<file path="src/rtl/instr_encoder_loader.sv">
// Streams symbolic lw/sw/R-type/beq records, encodes them into RV32I words and
// writes them to consecutive instruction-memory addresses in one load session.
module instr_encoder_loader #(
  parameter int unsigned           ADDR_W    = 32,
  parameter logic [ADDR_W-1:0]     BASE_ADDR = '0,
  parameter int unsigned           DEPTH     = 64,
  localparam int unsigned          CW        = $clog2(DEPTH + 1)
) (
  input  logic              clk,
  input  logic              rst_n,
  input  logic              start,
  input  logic              in_valid,
  output logic              in_ready,
  input  logic [1:0]        in_kind,
  input  logic [4:0]        in_rd,
  input  logic [4:0]        in_rs1,
  input  logic [4:0]        in_rs2,
  input  logic [2:0]        in_funct3,
  input  logic              in_f7b5,
  input  logic [12:0]       in_imm,
  input  logic              in_last,
  output logic              imem_we,
  output logic [ADDR_W-1:0] imem_addr,
  output logic [31:0]       imem_wdata,
  output logic              busy,
  output logic              done,
  output logic [CW-1:0]     word_count,
  output logic              err,
  output logic [1:0]        err_code
);

  typedef enum logic [1:0] {S_IDLE, S_LOAD, S_LAST, S_DONE} state_t;
  typedef enum logic [1:0] {K_LW, K_SW, K_R, K_BEQ} kind_t;

  state_t      state, state_nx;
  kind_t       kind;
  logic [CW:0] fill;
  logic        full, accept, imm_bad, beq_odd, rec_err, overflow;
  logic [31:0] enc;

  assign kind = kind_t'(in_kind);

  // A registered-but-not-yet-counted write still occupies a slot.
  assign fill     = {1'b0, word_count} + {{CW{1'b0}}, imem_we};
  assign full     = (fill >= (CW+1)'(DEPTH));
  assign in_ready = (state == S_LOAD) & ~err & ~full;
  assign accept   = in_valid & in_ready;
  assign overflow = (state == S_LOAD) & ~err & full & in_valid;

  assign imm_bad  = ((kind == K_LW) | (kind == K_SW)) & (in_imm[12] != in_imm[11]);
  assign beq_odd  = (kind == K_BEQ) & in_imm[0];
  assign rec_err  = imm_bad | beq_odd;

  assign busy = (state != S_IDLE);
  assign done = (state == S_DONE);

  always_comb begin
    enc = '0;
    unique case (kind)
      K_LW:  enc = {in_imm[11:0], in_rs1, 3'b010, in_rd, 7'b0000011};
      K_SW:  enc = {in_imm[11:5], in_rs2, in_rs1, 3'b010, in_imm[4:0], 7'b0100011};
      K_R:   enc = {1'b0, in_f7b5, 5'b00000, in_rs2, in_rs1, in_funct3, in_rd, 7'b0110011};
      K_BEQ: enc = {in_imm[12], in_imm[10:5], in_rs2, in_rs1, 3'b000, in_imm[4:1],
                    in_imm[11], 7'b1100011};
      default: enc = '0;
    endcase
  end

  always_comb begin
    state_nx = state;
    unique case (state)
      S_IDLE: if (start) state_nx = S_LOAD;
      S_LOAD: begin
        if (accept & in_last)             state_nx = rec_err ? S_DONE : S_LAST;
        else if (err & in_valid & in_last) state_nx = S_DONE;
      end
      S_LAST: state_nx = S_DONE;
      S_DONE: state_nx = S_IDLE;
      default: state_nx = S_IDLE;
    endcase
  end

  always_ff @(posedge clk or negedge rst_n) begin
    if (!rst_n) begin
      state      <= S_IDLE;
      imem_we    <= 1'b0;
      imem_wdata <= '0;
      imem_addr  <= BASE_ADDR;
      word_count <= '0;
      err        <= 1'b0;
      err_code   <= 2'b00;
    end else begin
      state   <= state_nx;
      imem_we <= accept & ~rec_err;
      if (accept & ~rec_err) imem_wdata <= enc;
      if (imem_we) begin
        imem_addr  <= imem_addr + ADDR_W'(4);
        word_count <= word_count + CW'(1);
      end
      if ((state == S_IDLE) & start) begin
        imem_addr  <= BASE_ADDR;
        word_count <= '0;
        err        <= 1'b0;
        err_code   <= 2'b00;
      end
      if (accept & rec_err) begin
        err      <= 1'b1;
        err_code <= imm_bad ? 2'b01 : 2'b10;
      end
      if (overflow) begin
        err      <= 1'b1;
        err_code <= 2'b11;
      end
    end
  end

endmodule

</file>
<file path="config.mk">
export PLATFORM = sky130hd
export DESIGN_NAME = instr_encoder_loader
export DESIGN_NICKNAME = d
export VERILOG_FILES = /design/src/rtl/instr_encoder_loader.sv
export SDC_FILE = /design/constraint.sdc
export NUM_CORES = 1
export LEC_CHECK = 0
export ABC_AREA = 0
export CAP_MARGIN = 5
export CORE_MARGIN = 2
export CORE_UTILIZATION = 45
export CTS_CLUSTER_SIZE = 24
export DETAILED_ROUTE_END_ITERATION = 7
export HOLD_SLACK_MARGIN = 0.12
export PLACE_DENSITY = 0.78
export SLEW_MARGIN = 25
export SYNTH_ARGS = -nofsm -noshare
export SYNTH_HDL_FRONTEND = slang
export SYNTH_SLANG_ARGS = --single-unit
</file>
<file path="constraint.sdc">
create_clock -name clk -period 3.1 [get_ports clk]
set_input_delay 0.465 -clock clk [delete_from_list [all_inputs] [get_ports clk]]
set_output_delay 0.465 -clock clk [all_outputs]
set_load 0.01 [all_outputs]
</file>
After elaboration in Yosys (flattened, before gate mapping)
Index checks and enable logic that the tools add are counted.
Storage, ports and cells
  bits in registers: 77
  bits in latches: 0
  RAM bits: 0
  bits in read-only memories: 0
  input port bits: 39
  output and inout port bits: 78
  logic and storage cells: 61
  memories kept: 0
Operators by class
  $add $sub $neg: 3
  multipliers: 0
  divide/modulo/power cells: 0
  $lt $le $gt $ge: 1
  eq/ne operators: 9
  shifts and indexed selects: 0
  multiplexer cells: 17
  bitwise gates (word level): 18
  reductions and logical operators: 6
Operator list (number)
  one-hot mux 32 bit (4 select lines): 1
  2-to-1 mux 32 bit: 2
  adder 32 x 3 -> 32 bit, second input constant: 1
  2-to-1 mux 2 bit: 7
  2-to-1 mux 7 bit: 2
  AND 1 bit: 13
  adder 7 x 1 -> 8 bit: 1
  equality test 2 bit, second input constant: 4
  >= comparator 8 x 7 -> 1 bit, second input constant: 1
  one-hot mux 2 bit (4 select lines): 1
  adder 7 x 1 -> 7 bit, second input constant: 1
  equality test 2 x 1 -> 1 bit, second input constant: 2
  zero test 2 bit: 2
  2-to-1 mux 1 bit: 4
  nonzero test 2 bit: 2
  != test 3 x 1 -> 1 bit, second input constant: 1
  inverter 1 bit: 3
  nonzero test 3 bit: 1
  != test 2 bit, second input constant: 1
  OR 1 bit: 2
  AND reduction 2 bit: 1
  != test 1 bit: 1

Longest topological paths before layout
  depth in word-level cells: 8
  gate-level depth with buffers: 7
  mapped depth without buffers: 7

Least setup slack after synthesis
Ideal clock, no wire load.
  path type: register to register
  from: register imem_we
  to: register imem_wdata[4]
  setup time: 0.128 ns
  arrival time: 1.881 ns
  data required time: 2.972 ns
  setup slack: 1.091 ns
  stages on the path, launching flop included: 8
  buffers on the path: 1
  period minus slack after synthesis: 2.009 ns
  cell sequence: dfrtp_1 > ha_1 > ha_1 > a21oi_1 > a21oi_2 > nor4_4 > buf_6 > mux2_1
Between the ends
  cells in the longest elaborated chain, start to end: 6
RTL lines
  start, declared: line 22  | output logic imem_we,
  start signal, assigned: line 94  | imem_we <= accept & ~rec_err;
  adder 7 x 1 -> 8 bit: line 44  | assign fill = {1'b0, word_count} + {{CW{1'b0}}, imem_we};
  >= comparator 8 x 7 -> 1 bit: line 45  | assign full = (fill >= (CW+1)'(DEPTH));
  inverter 1 bit: line 46  | assign in_ready = (state == S_LOAD) & ~err & ~full;
  AND 1 bit: line 46
  AND 1 bit: line 47  | assign accept = in_valid & in_ready;
  AND 1 bit: line 95  | if (accept & ~rec_err) imem_wdata <= enc;
  end signal, assigned: line 95
  end, declared: line 24  | output logic [31:0] imem_wdata,
No other way between the ends.
A chain may end at the register's enable or synchronous reset.

Worst setup path in the final report
  from: register word_count[0]
  to: output in_ready
Between the ends
  cells in the longest elaborated chain, start to end: 4
RTL lines
  start, declared: line 27  | output logic [CW-1:0] word_count,
  start signal, assigned: line 98  | word_count <= word_count + CW'(1);
  adder 7 x 1 -> 8 bit: line 44
  >= comparator 8 x 7 -> 1 bit: line 45
  inverter 1 bit: line 46
  AND 1 bit: line 46
  end, declared: line 13  | output logic in_ready,
No other way between the ends.

==> out/qor.txt <==
status: complete, no violations
Pint: 2.35 mW
Congestion Overflow GR: 0
register bit total from synthesis: 72
worst IR drop on VDD: 0.000417 V
Max Root-Sink Buffers: 2
initial antenna violation count: 0
Hold Path Class: flop to flop
mean area per synthesized cell: 10.7 um2
worst-margin pin slew: 0.539 ns
Setup WS pre-CTS: 0.615 ns
min-delay src: imem_wdata[18]
synthesized area: 3600 um2
RSZ-0062 raised after global routing: false
GRT Total Usage: 19.2%
post-synthesis compound-gate area fraction: 5.21%
drc violations: 0
most frequent cell after synthesis: dfrtp_1
fin crit period: 2.81 ns
IO buf count: 112
Post-Synth Adder-Cell Area: 2.78%
crit path capture type: output port
first-pass GRT wire length: 13400 um
Synth area leaders: dfrtp_1 50%, mux2_1 6.6%, xor2_1 5.3%, nor2_1 4.0%, mux2i_1 3.1%
Die Ht: 93.5 um
Worst Hold End: imem_wdata[18]
cell taking the most area after synthesis: dfrtp_1
Clock Pin Slew Worst Setup and Hold Paths: 0.07 ns
Via density: 5.10
startpoint types: flop
Filler Cells Inserted: 628
Slew headroom: 63.8%
ys flop type: dfrtp_1
R2R Setup Slk: 0.79 ns
Yosys top cell area share: 50.0%
Hold Path Depth: 1
vias in the first global route: 2912
worst skew pair latency: 0.34 ns
switching pwr: 1.06 mW
ratio of cells with drive above 1 in the final layout: 8.77%
row count: 32
Async SR Flop Fraction: 100%
Placed Cells: 540
final cell count without fillers: 558
final-report hold violation count: 0
crit path DAT: 2.35 ns
mux cell area share after synthesis: 12.4%
Fmax achieved: 356 MHz
core area: 7730 um2
clock network power share: 23.0%
reg2reg path depth: 7
Worst Skew: 0.0109 ns
Ys Warns: 0
nets: 498
Final Total Pwr: 3.41 mW
die area: 8740 um2
WL per Instance: 14.5 um
R2R Path End: imem_wdata[16]
largest net degree at the start of global routing: 73
static leakage: 2.20 nW
PwrDens: 678 nW/um2
Hold WS: 0.491 ns
largest family of logic cells by synthesized area: simple AND/OR/NAND/NOR gates
# Post-CTS Setup Buffers: 0
clk sinks: 72
I/O pin count: 117
post-DP HPWL: 5820 um
Iter 0 DRT Violations: 89
routability cong.: 0.796
Synth top cells by count: 72 x dfrtp_1, 38 x nor2_1, 26 x nand2_1
final count of pins violating max slew: 0
WS Path Type: flop to output port
Final setup violation count: 0
Root Buffer: clkbuf_8
worst-path fanout max: 7
Critical Path RT: 2.63 ns
Initial Utilization: 46.6%
sequential power share: 40.0%
Die W: 93.5 um
Logic pwr share: 37.1%
sequential area share after synthesis: 50.0%
Routed WL: 8110 um
Antenna Violating Nets Remaining: 0
CTS tree: done
Syn Inst Count: 336
post-CTS sizing: 0
setup total negative slack: 0 ns
Tcrit/Tclk final: 90.6%
H-tree levels: 3
setup ws final: 0.290 ns
via count: 2844
Max Cap Viol: 0
total CTS buffers: 9
Pre-Repair DR Iteration Count: 5
synth unique cells: 45
EDFF count, synth: 0
simple-gate share of the synthesized area: 17.7%
n_diodes: 0
reg-to-reg startpoint: word_count[0]
Area growth syn-to-layout: 39.6%
Synth Area in XOR/XNOR: 7.05%
Sw Ratio: 31.1%
sequential cells by signal (all words and copies together) (netlist names):
signal      cells
imem_addr      30
err_code        2
imem_we         1
imem_wdata     29
state           2
word_count      7
err             1
metrics by stage:
| stage | instance area, um2 | utilization (%) |
|---|---|---|
| 2_1_floorplan | 3620 | - |
| 4_1_cts | 5000 | 64.7 |
| 5_1_grt | 5030 | 65.1 |
| 6_report | 5030 | 65.1 |
| 3_3_place_gp | 4780 | 61.9 |
| 3_5_place_dp | 4780 | 61.9 |
logic make-up (layout without fill, tap and decap cells):
group / after synthesis / count (layout)
multiplexers: 41 / 41
adder cells (fa/ha/maj): 8 / 8
buffers and inverters: 33 / 150
XOR/XNOR: 29 / 29
AO/OA/AOI/OAI: 31 / 31
other: 1 / 4
flip-flops: 72 / 72
AND/OR/NAND/NOR: 121 / 121
per-layer routing:
layer	share of wire (%)	GRT usage (%)
met1	43	23.8
met2	47	31.4
met3	8.6	6.69
met4	1.2	6.13
met5	0	0
critical path, cell delays in order, from the launching register on:
cell and delay (ns):
dfrtp_1 0.45, ha_1 0.23, ha_1 0.21, and2_1 0.17
a21oi_2 0.37, nor3b_1 0.09, clkdlybuf4s50_1 0.49
layout by cell type, fill, tap and decap left out, types with 3 or more instances in the layout:
master and count:
conb_1 4, or3_1 7, nand4_1 9, xor2_1 22, a21oi_1 11, and4_1 3, buf_4 5, nand2_1 26
inv_1 16, mux2_2 9, ha_1 8, clkbuf_8 12, mux2_1 21, o21ai_0 11, clkdlybuf4s50_1 111, and2_1 5
nor2_1 38, nand4_2 3, mux2i_1 11, nand3_1 12, dfrtp_1 72, xnor2_1 7
how the worst max path moves through the flow:
stage	depth (start not counted)	endpoint	slack [ns]	from
finish	6	in_ready	0.29	word_count[0]
detailed placement	5	imem_wdata[19]	0.61	in_kind[1]
CTS	6	in_ready	0.27	word_count[0]
global route	6	in_ready	0.16	word_count[0]
floorplan	7	imem_wdata[4]	1.09	imem_we
global placement	5	state[0]	0.66	in_kind[1]
repair_timing:
action / in CTS / in global routing
hold buffers: 0 / 1
endpoints found under the setup margin: 0 / 0
endpoints found under the hold margin: 0 / 24
power by group through the flow:
stage	clock network, mW	logic (mW)	registers [mW]
finish	0.783	1.27	1.36
global route	0.846	1.37	1.40
CTS	0.807	1.28	1.37
detailed placement	0	1.27	1.38
global placement	0	1.24	1.36
floorplan	0	0.471	1.47
final cells by class:
cell class	count	area (um2)	area share (%)
clock buffers	12	165	3.28
multi-input cells	234	1640	32.6
repair buffers	118	1190	23.6
well taps	102	128	2.54
clock inverters	4	51.3	1.02
flip-flops and latches	72	1800	35.8
inverters	16	60.1	1.19
Note: power is estimated with default switching activity, not from simulation.
